==> src/rtl/fifo_rd_packer.sv <==
// Packs NBYTES consecutive bytes popped from an async FIFO read port into one
// wide word on a valid/ready interface; flush emits a partial word with its byte count.
module fifo_rd_packer #(
    parameter int DWIDTH = 8,
    parameter int NBYTES = 4,
    parameter int CNTW   = 3
) (
    input  logic                     rclk,
    input  logic                     reset,
    input  logic                     empty,
    input  logic [DWIDTH-1:0]        rdata,
    output logic                     pop,
    input  logic                     flush,
    output logic [DWIDTH*NBYTES-1:0] out_data,
    output logic [CNTW-1:0]          out_bytes,
    output logic                     out_valid,
    input  logic                     out_ready
);

    typedef enum logic [1:0] {RUN, DRAIN, EMIT} state_t;

    localparam logic [CNTW-1:0] FULL   = CNTW'(NBYTES);
    localparam logic [CNTW:0]   FULL_X = (CNTW+1)'(NBYTES);

    state_t                          state_q, state_d;
    logic [NBYTES-1:0][DWIDTH-1:0]   acc_q, acc_d;
    logic [CNTW-1:0]                 acc_cnt_q, acc_cnt_d;
    logic                            pop_d_q;
    logic [DWIDTH*NBYTES-1:0]        out_data_q, out_data_d;
    logic [CNTW-1:0]                 out_bytes_q, out_bytes_d;
    logic                            out_valid_q, out_valid_d;
    logic                            out_free, load;

    // Counting the byte still in flight keeps the accumulator from overflowing.
    assign pop = !reset && !empty && (state_q == RUN) &&
                 (({1'b0, acc_cnt_q} + {{CNTW{1'b0}}, pop_d_q}) < FULL_X);

    assign out_free = !out_valid_q || out_ready;
    // A full accumulator always leaves as a word; EMIT forces out a partial one.
    assign load     = out_free && ((acc_cnt_q == FULL) || (state_q == EMIT));

    always_comb begin
        state_d     = state_q;
        acc_d       = acc_q;
        acc_cnt_d   = acc_cnt_q;
        out_data_d  = out_data_q;
        out_bytes_d = out_bytes_q;
        out_valid_d = out_valid_q;

        if (out_valid_q && out_ready)
            out_valid_d = 1'b0;

        if (pop_d_q) begin
            for (int i = 0; i < NBYTES; i++)
                if (acc_cnt_q == CNTW'(i))
                    acc_d[i] = rdata;
            acc_cnt_d = acc_cnt_q + CNTW'(1);
        end

        // Lanes are zeroed on every load, so a partial word has clean upper lanes.
        if (load) begin
            out_data_d  = acc_q;
            out_bytes_d = acc_cnt_q;
            out_valid_d = 1'b1;
            acc_cnt_d   = '0;
            acc_d       = '0;
        end

        unique case (state_q)
            RUN:     if (flush) state_d = DRAIN;
            DRAIN:   state_d = (acc_cnt_d != '0) ? EMIT : RUN;
            EMIT:    if (load) state_d = RUN;
            default: state_d = RUN;
        endcase
    end

    always_ff @(posedge rclk) begin
        if (reset) begin
            state_q     <= RUN;
            acc_q       <= '0;
            acc_cnt_q   <= '0;
            pop_d_q     <= 1'b0;
            out_data_q  <= '0;
            out_bytes_q <= '0;
            out_valid_q <= 1'b0;
        end else begin
            state_q     <= state_d;
            acc_q       <= acc_d;
            acc_cnt_q   <= acc_cnt_d;
            pop_d_q     <= pop;
            out_data_q  <= out_data_d;
            out_bytes_q <= out_bytes_d;
            out_valid_q <= out_valid_d;
        end
    end

    assign out_data  = out_data_q;
    assign out_bytes = out_bytes_q;
    assign out_valid = out_valid_q;

endmodule

==> config.mk <==
export PLATFORM = sky130hd
export DESIGN_NAME = fifo_rd_packer
export DESIGN_NICKNAME = d
export VERILOG_FILES = /design/src/rtl/fifo_rd_packer.sv
export SDC_FILE = /design/constraint.sdc
export NUM_CORES = 1
export LEC_CHECK = 0
export ABC_AREA = 1
export CORE_ASPECT_RATIO = 0.8
export CORE_MARGIN = 3
export CORE_UTILIZATION = 35
export CTS_CLUSTER_SIZE = 40
export DETAILED_ROUTE_END_ITERATION = 12
export SETUP_SLACK_MARGIN = 0.1
export SLEW_MARGIN = 20
export SYNTH_ARGS = -nofsm -noshare
export SYNTH_HDL_FRONTEND = slang
export SYNTH_SLANG_ARGS = --single-unit
==> constraint.sdc <==
create_clock -name rclk -period 4 [get_ports rclk]
set_input_delay 0.4 -clock rclk [delete_from_list [all_inputs] [get_ports rclk]]
set_output_delay 0.4 -clock rclk [all_outputs]
set_load 0.01 [all_outputs]
# Word level (Yosys, flattened, before mapping)
# Cells that the tools add are included.
totals:
  output_inout_bits: 37
  regBits: 74
  input_bits: 13
  word_cells: 49
classes:
  add_sub_neg: 2
  n_eq_ne: 8
  mux: 8
  magnitude_cmp: 1
  reduce_logical: 20
op_table:
  columns: ["operator", "count"]
  rows:
  - ["AND reduction 2 bit", 5]
  - ["equality test 3 x 2 -> 1 bit (second input constant)", 2]
  - ["2-to-1 mux 2 bit", 3]
  - ["2-to-1 mux 3 bit", 2]
  - ["one-hot mux 2 bit (3 select lines)", 1]
  - ["logical AND 1 bit", 5]
  - ["adder 3 x 1 -> 4 bit", 1]
  - ["< comparator 4 x 3 -> 1 bit (second input constant)", 1]
  - ["inequality test 2 bit (second input constant)", 2]
  - ["adder 3 x 1 -> 3 bit (second input constant)", 1]
  - ["equality test 3 x 1 -> 1 bit (second input constant)", 1]
  - ["equality test 3 bit (second input constant)", 1]
  - ["logical NOT 1 bit", 3]
  - ["logical NOT 3 bit", 1]
  - ["nonzero test 3 bit", 1]
  - ["equality test 2 x 1 -> 1 bit (second input constant)", 1]
  - ["equality test 2 bit (second input constant)", 1]
  - ["logical NOT 2 bit", 1]
  - ["logical OR 1 bit", 2]
  - ["2-to-1 mux 1 bit", 2]
  - ["nonzero test 2 bit", 1]
  - ["OR reduction 2 bit", 1]

# Depth between registers and ports, before layout
depth:
  word_depth: 7
  ltp_mapped: 11
  mapped_depth_nobuf: 8

# Least setup slack after synthesis
# OpenSTA, ideal clock, no wires.
synth_path:
  kind: "flip-flop to flip-flop"
  startpoint: "register acc_cnt_q[1]"
  endpoint: "register out_valid_q (netlist: out_valid)"
  path_slack_ns: 2.501
  path_buffers: 3
  synth_period_minus_slack_ns: 1.499
  setup_ns: 0.108
  t_required_ns: 3.892
  path_stages_with_launch: 12
  arrival_time_ns: 1.391
  cell_sequence: "dfxtp_1 > inv_1 > ha_1 > buf_6 > nand2_2 > nand2_4 > nand2_2 > buf_6 > buf_6 > nand2_1 > nand2_1 > inv_2"
synth_between:
  elab_chain_cells: 4
  elab_cells_between_ends: 5
  cone_classes: "eq/ne (1); mux (1); reduce/logical (3)"
synth_lines:
  columns: ["element", "line", "text"]
  rows:
  - ["from (decl)", "27", "logic [CNTW-1:0] acc_cnt_q, acc_cnt_d;"]
  - ["from (signal assigned)", "89", "acc_cnt_q <= acc_cnt_d;"]
  - ["equality test 3 bit *", "40", "assign load = out_free && ((acc_cnt_q == FULL) || (state_q == EMIT));"]
  - ["logical OR 1 bit *", "40", null]
  - ["logical AND 1 bit *", "40", null]
  - ["2-to-1 mux 1 bit or nonzero test 2 bit (tied branches)", null, null]
  - ["to (signal assigned)", "93", "out_valid_q <= out_valid_d;"]
  - ["to (decl)", "31", "logic out_valid_q, out_valid_d;"]
# Mark *: on every way between the ends. The rest lies on a longest branch, timed or not.
# A chain may end at the register's enable or synchronous reset.

# Worst setup path after layout
layout_path:
  startpoint: "register pop_d_q"
  endpoint: "output port pop"
layout_between:
  elab_chain_cells: 3
layout_lines:
  columns: ["element", "line", "text"]
  rows:
  - ["from (decl)", "28", "logic pop_d_q;"]
  - ["from (signal assigned)", "90", "pop_d_q <= pop;"]
  - ["adder 3 x 1 -> 4 bit", "36", "(({1'b0, acc_cnt_q} + {{CNTW{1'b0}}, pop_d_q}) < FULL_X);"]
  - ["< comparator 4 x 3 -> 1 bit", "36", null]
  - ["logical AND 1 bit", "35", "assign pop = !reset && !empty && (state_q == RUN) &&"]
  - ["to (decl)", "12", "output logic pop,"]
# Every way passes these cells.

==> impl_metrics.tcl <==
set metrics [dict create \
    place_ws_ps 1710 \
    cts-hold-fix-buffers 0 \
    h-tree-depth 3 \
    clkTransAtPathRegs_ps 70 \
    max_freq_mhz 424 \
    max_cap_violations 0 \
    ys_seq_area_share_pct 51.7 \
    synth_area_per_cell_um2 8.16 \
    grt_pass1_vias 2181 \
    vias 2445 \
    finalSetupViolCount 0 \
    final-hold-violation-count 0 \
    start_kind "register" \
    die_h_um 86.9 \
    cp_slowest_cell "clkdlybuf4s50_1" \
    critPathArrivalTime_ps 1960 \
    routabilityCongestion 0.763 \
    cts_setup_buffers 0 \
    endpoint_kind "output port" \
    p_leak_uw 0.00116 \
    drc 0 \
    avgViaCountPerCell 4.92 \
    worst-endpoint-required_ps 3600 \
    fin_tns_setup_ps 0 \
    synth_seq_cells 74 \
    ir_drop_mv 0.188 \
    numCtsBuffers 9 \
    dr.pass1.iters 4 \
    dpl.hpwl_um 4350 \
    detail_route.wl_per_cell_um 13.6 \
    grtUsageTotal_pct 15.7 \
    worstReg2RegEnd "acc_q[14]" \
    path_buf_inv 2 \
    synth_area_um2 2870 \
    cpPeakStageDelay_ps 570 \
    hold_class "register to register" \
    final_util_pct 46.6 \
    antenna_found_initial 0 \
    dpl_cell_area_um2 3360 \
    relSlewSlack_pct 56.3 \
    cts_tree "yes" \
    r2r_start "acc_cnt_q[1]" \
    synthesis.nets 370 \
    crit_path_max_fanout 39 \
    cts.sinks 74 \
    fin_worst_hold_slack_ps 461 \
    start_util_pct 37.3 \
    drtIter0Drc 144 \
    synth_cell_type_count 20 \
    outcome "complete, no violations" \
    synth_top_area_share_pct 51.7 \
    synth_top_cell_by_area "dfxtp_1" \
    finalNetCount 406 \
    worst_pin_slew_ps 654 \
    rsz0062_at_grt "no" \
    fin_crit_sh_pct 58.9 \
    path_cells "buf_4 > ha_1 > a211oi_1 > clkdlybuf4s50_1" \
    cts_root_buffer "clkbuf_8" \
    min_from "out_bytes[2]" \
    crit_type "register to output port" \
    crit_family "buffers and inverters" \
    finalCriticalPeriod_ps 2360 \
    worstRegToRegCells 7 \
    hold_depth 2 \
    cts-resized-gates 0 \
    ant_nets 0 \
    rows 28 \
    synth_cells 351 \
    yosysWarnings 0 \
    fin_area_um2 3570 \
    clockBufferDepth 2 \
    routed_wl_um 6750 \
    layout-drive-gt1-share_pct 6.63 \
    coreArea_um2 7670 \
    synth.area.top_cells "dfxtp_1, a21oi_1, nand2_1" \
    pwr_density_cell_nw_per_um2 412 \
    fin_ws_ps 1640 \
    dieArea_um2 9310 \
    clock_latency_ps 350 \
    r2r_slack_ps 1880 \
    ios 50 \
    grt-ovfl-total 0 \
    die_w_um 107 \
    grt_max_degree 40 \
    diodes 0 \
    grt_pass1_wl_um 11500 \
    slew_violations 0 \
    worstHoldEndpoint "out_bytes[2]" \
    io_buffer_count 49 \
    fin_skew_ps 6.83 \
    area_growth_pct 24.8 \
]
-- cell families (layout without fill, tap and decap cells) --
| group | Yosys count | count (layout) | share of synthesized area [%] |
|---|---|---|---|
| flops | 74 | 74 | 51.7 |
| compound gates | 72 | 72 | 12.8 |
| simple gates | 161 | 161 | 25.9 |
| buf+inv | 38 | 79 | 6.90 |
| fa+ha+maj | 6 | 6 | 2.62 |
-- flip-flops by register name, summed over array words and instances (netlist names) --
register,flops
out_data,32
acc_cnt_q,3
acc_q,32
pop_d_q,1
state_q,2
out_bytes,3
out_valid,1
-- Yosys cell counts, drive strengths merged --
library cell  instances
inv                  10
nor2                  6
nor3                  1
a211oi                2
dfxtp                74
buf                  21
clkbuf                7
nand4                24
o21ai                 1
nand3                48
a21oi                68
o21bai                1
ha                    6
nand2                81
or2                   1
-- layer usage --
metal	vias to the layer above	track usage, %	part of all wire (%)
met1	1093	23.0	52
li1	1276	-	-
met5	-	0	0
met2	72	21.8	41
met3	4	5.41	5.9
met4	0	4.18	0.96
-- through the flow --
step	std cells	power (uW)
3_5_place_dp	481	857
2_1_floorplan	351	828
4_1_cts	497	1490
3_3_place_gp	481	856
5_1_grt	497	1540
6_report	497	1470
-- worst max-delay path by stage --
stage	startpoint	end	slack, ps	cells past startpoint
6_report	pop_d_q	pop	1640	4
3_3_place_gp	reset	pop	1690	5
3_5_place_dp	reset	pop	1710	5
4_1_cts	pop_d_q	pop	1630	4
2_1_floorplan	acc_cnt_q[1]	out_valid	2500	11
5_1_grt	pop_d_q	pop	1520	4
-- cell usage in the layout (no fill, tap or decap), types with 2 or more instances in the layout --
master,n
nand2_1,77
dfxtp_1,74
a21oi_1,68
clkdlybuf4s50_1,49
nand3_1,48
nand4_1,24
clkbuf_8,9
inv_1,8
nor2_1,6
ha_1,6
buf_4,4
nand2_2,3
inv_2,2
a211oi_1,2
bufinv_16,2
-- tightest hold or removal path: stages, from the launching register on --
cell,delay (ps)
dfxtp_1,310
nand2_1,60
a21oi_1,50
-- cell type report --
type                    instances  area, um^2
well taps                     105         131
fillers                       781        4100
multi-input cells             239        1190
clock buffers                  10         128
clock inverters                 6        90.1
inverters                      10        37.5
repair buffers                 53         520
flip-flops and latches         74        1480
-- power by group --
| group | leakage [uW] | internal, uW | switching (uW) |
|---|---|---|---|
| clock | 0.000107 | 353 | 278 |
| sequential | 0.000597 | 746 | 6.46 |
| combinational | 0.000458 | 29.2 | 58.5 |
No activity file was read; power rests on OpenSTA's default activity.
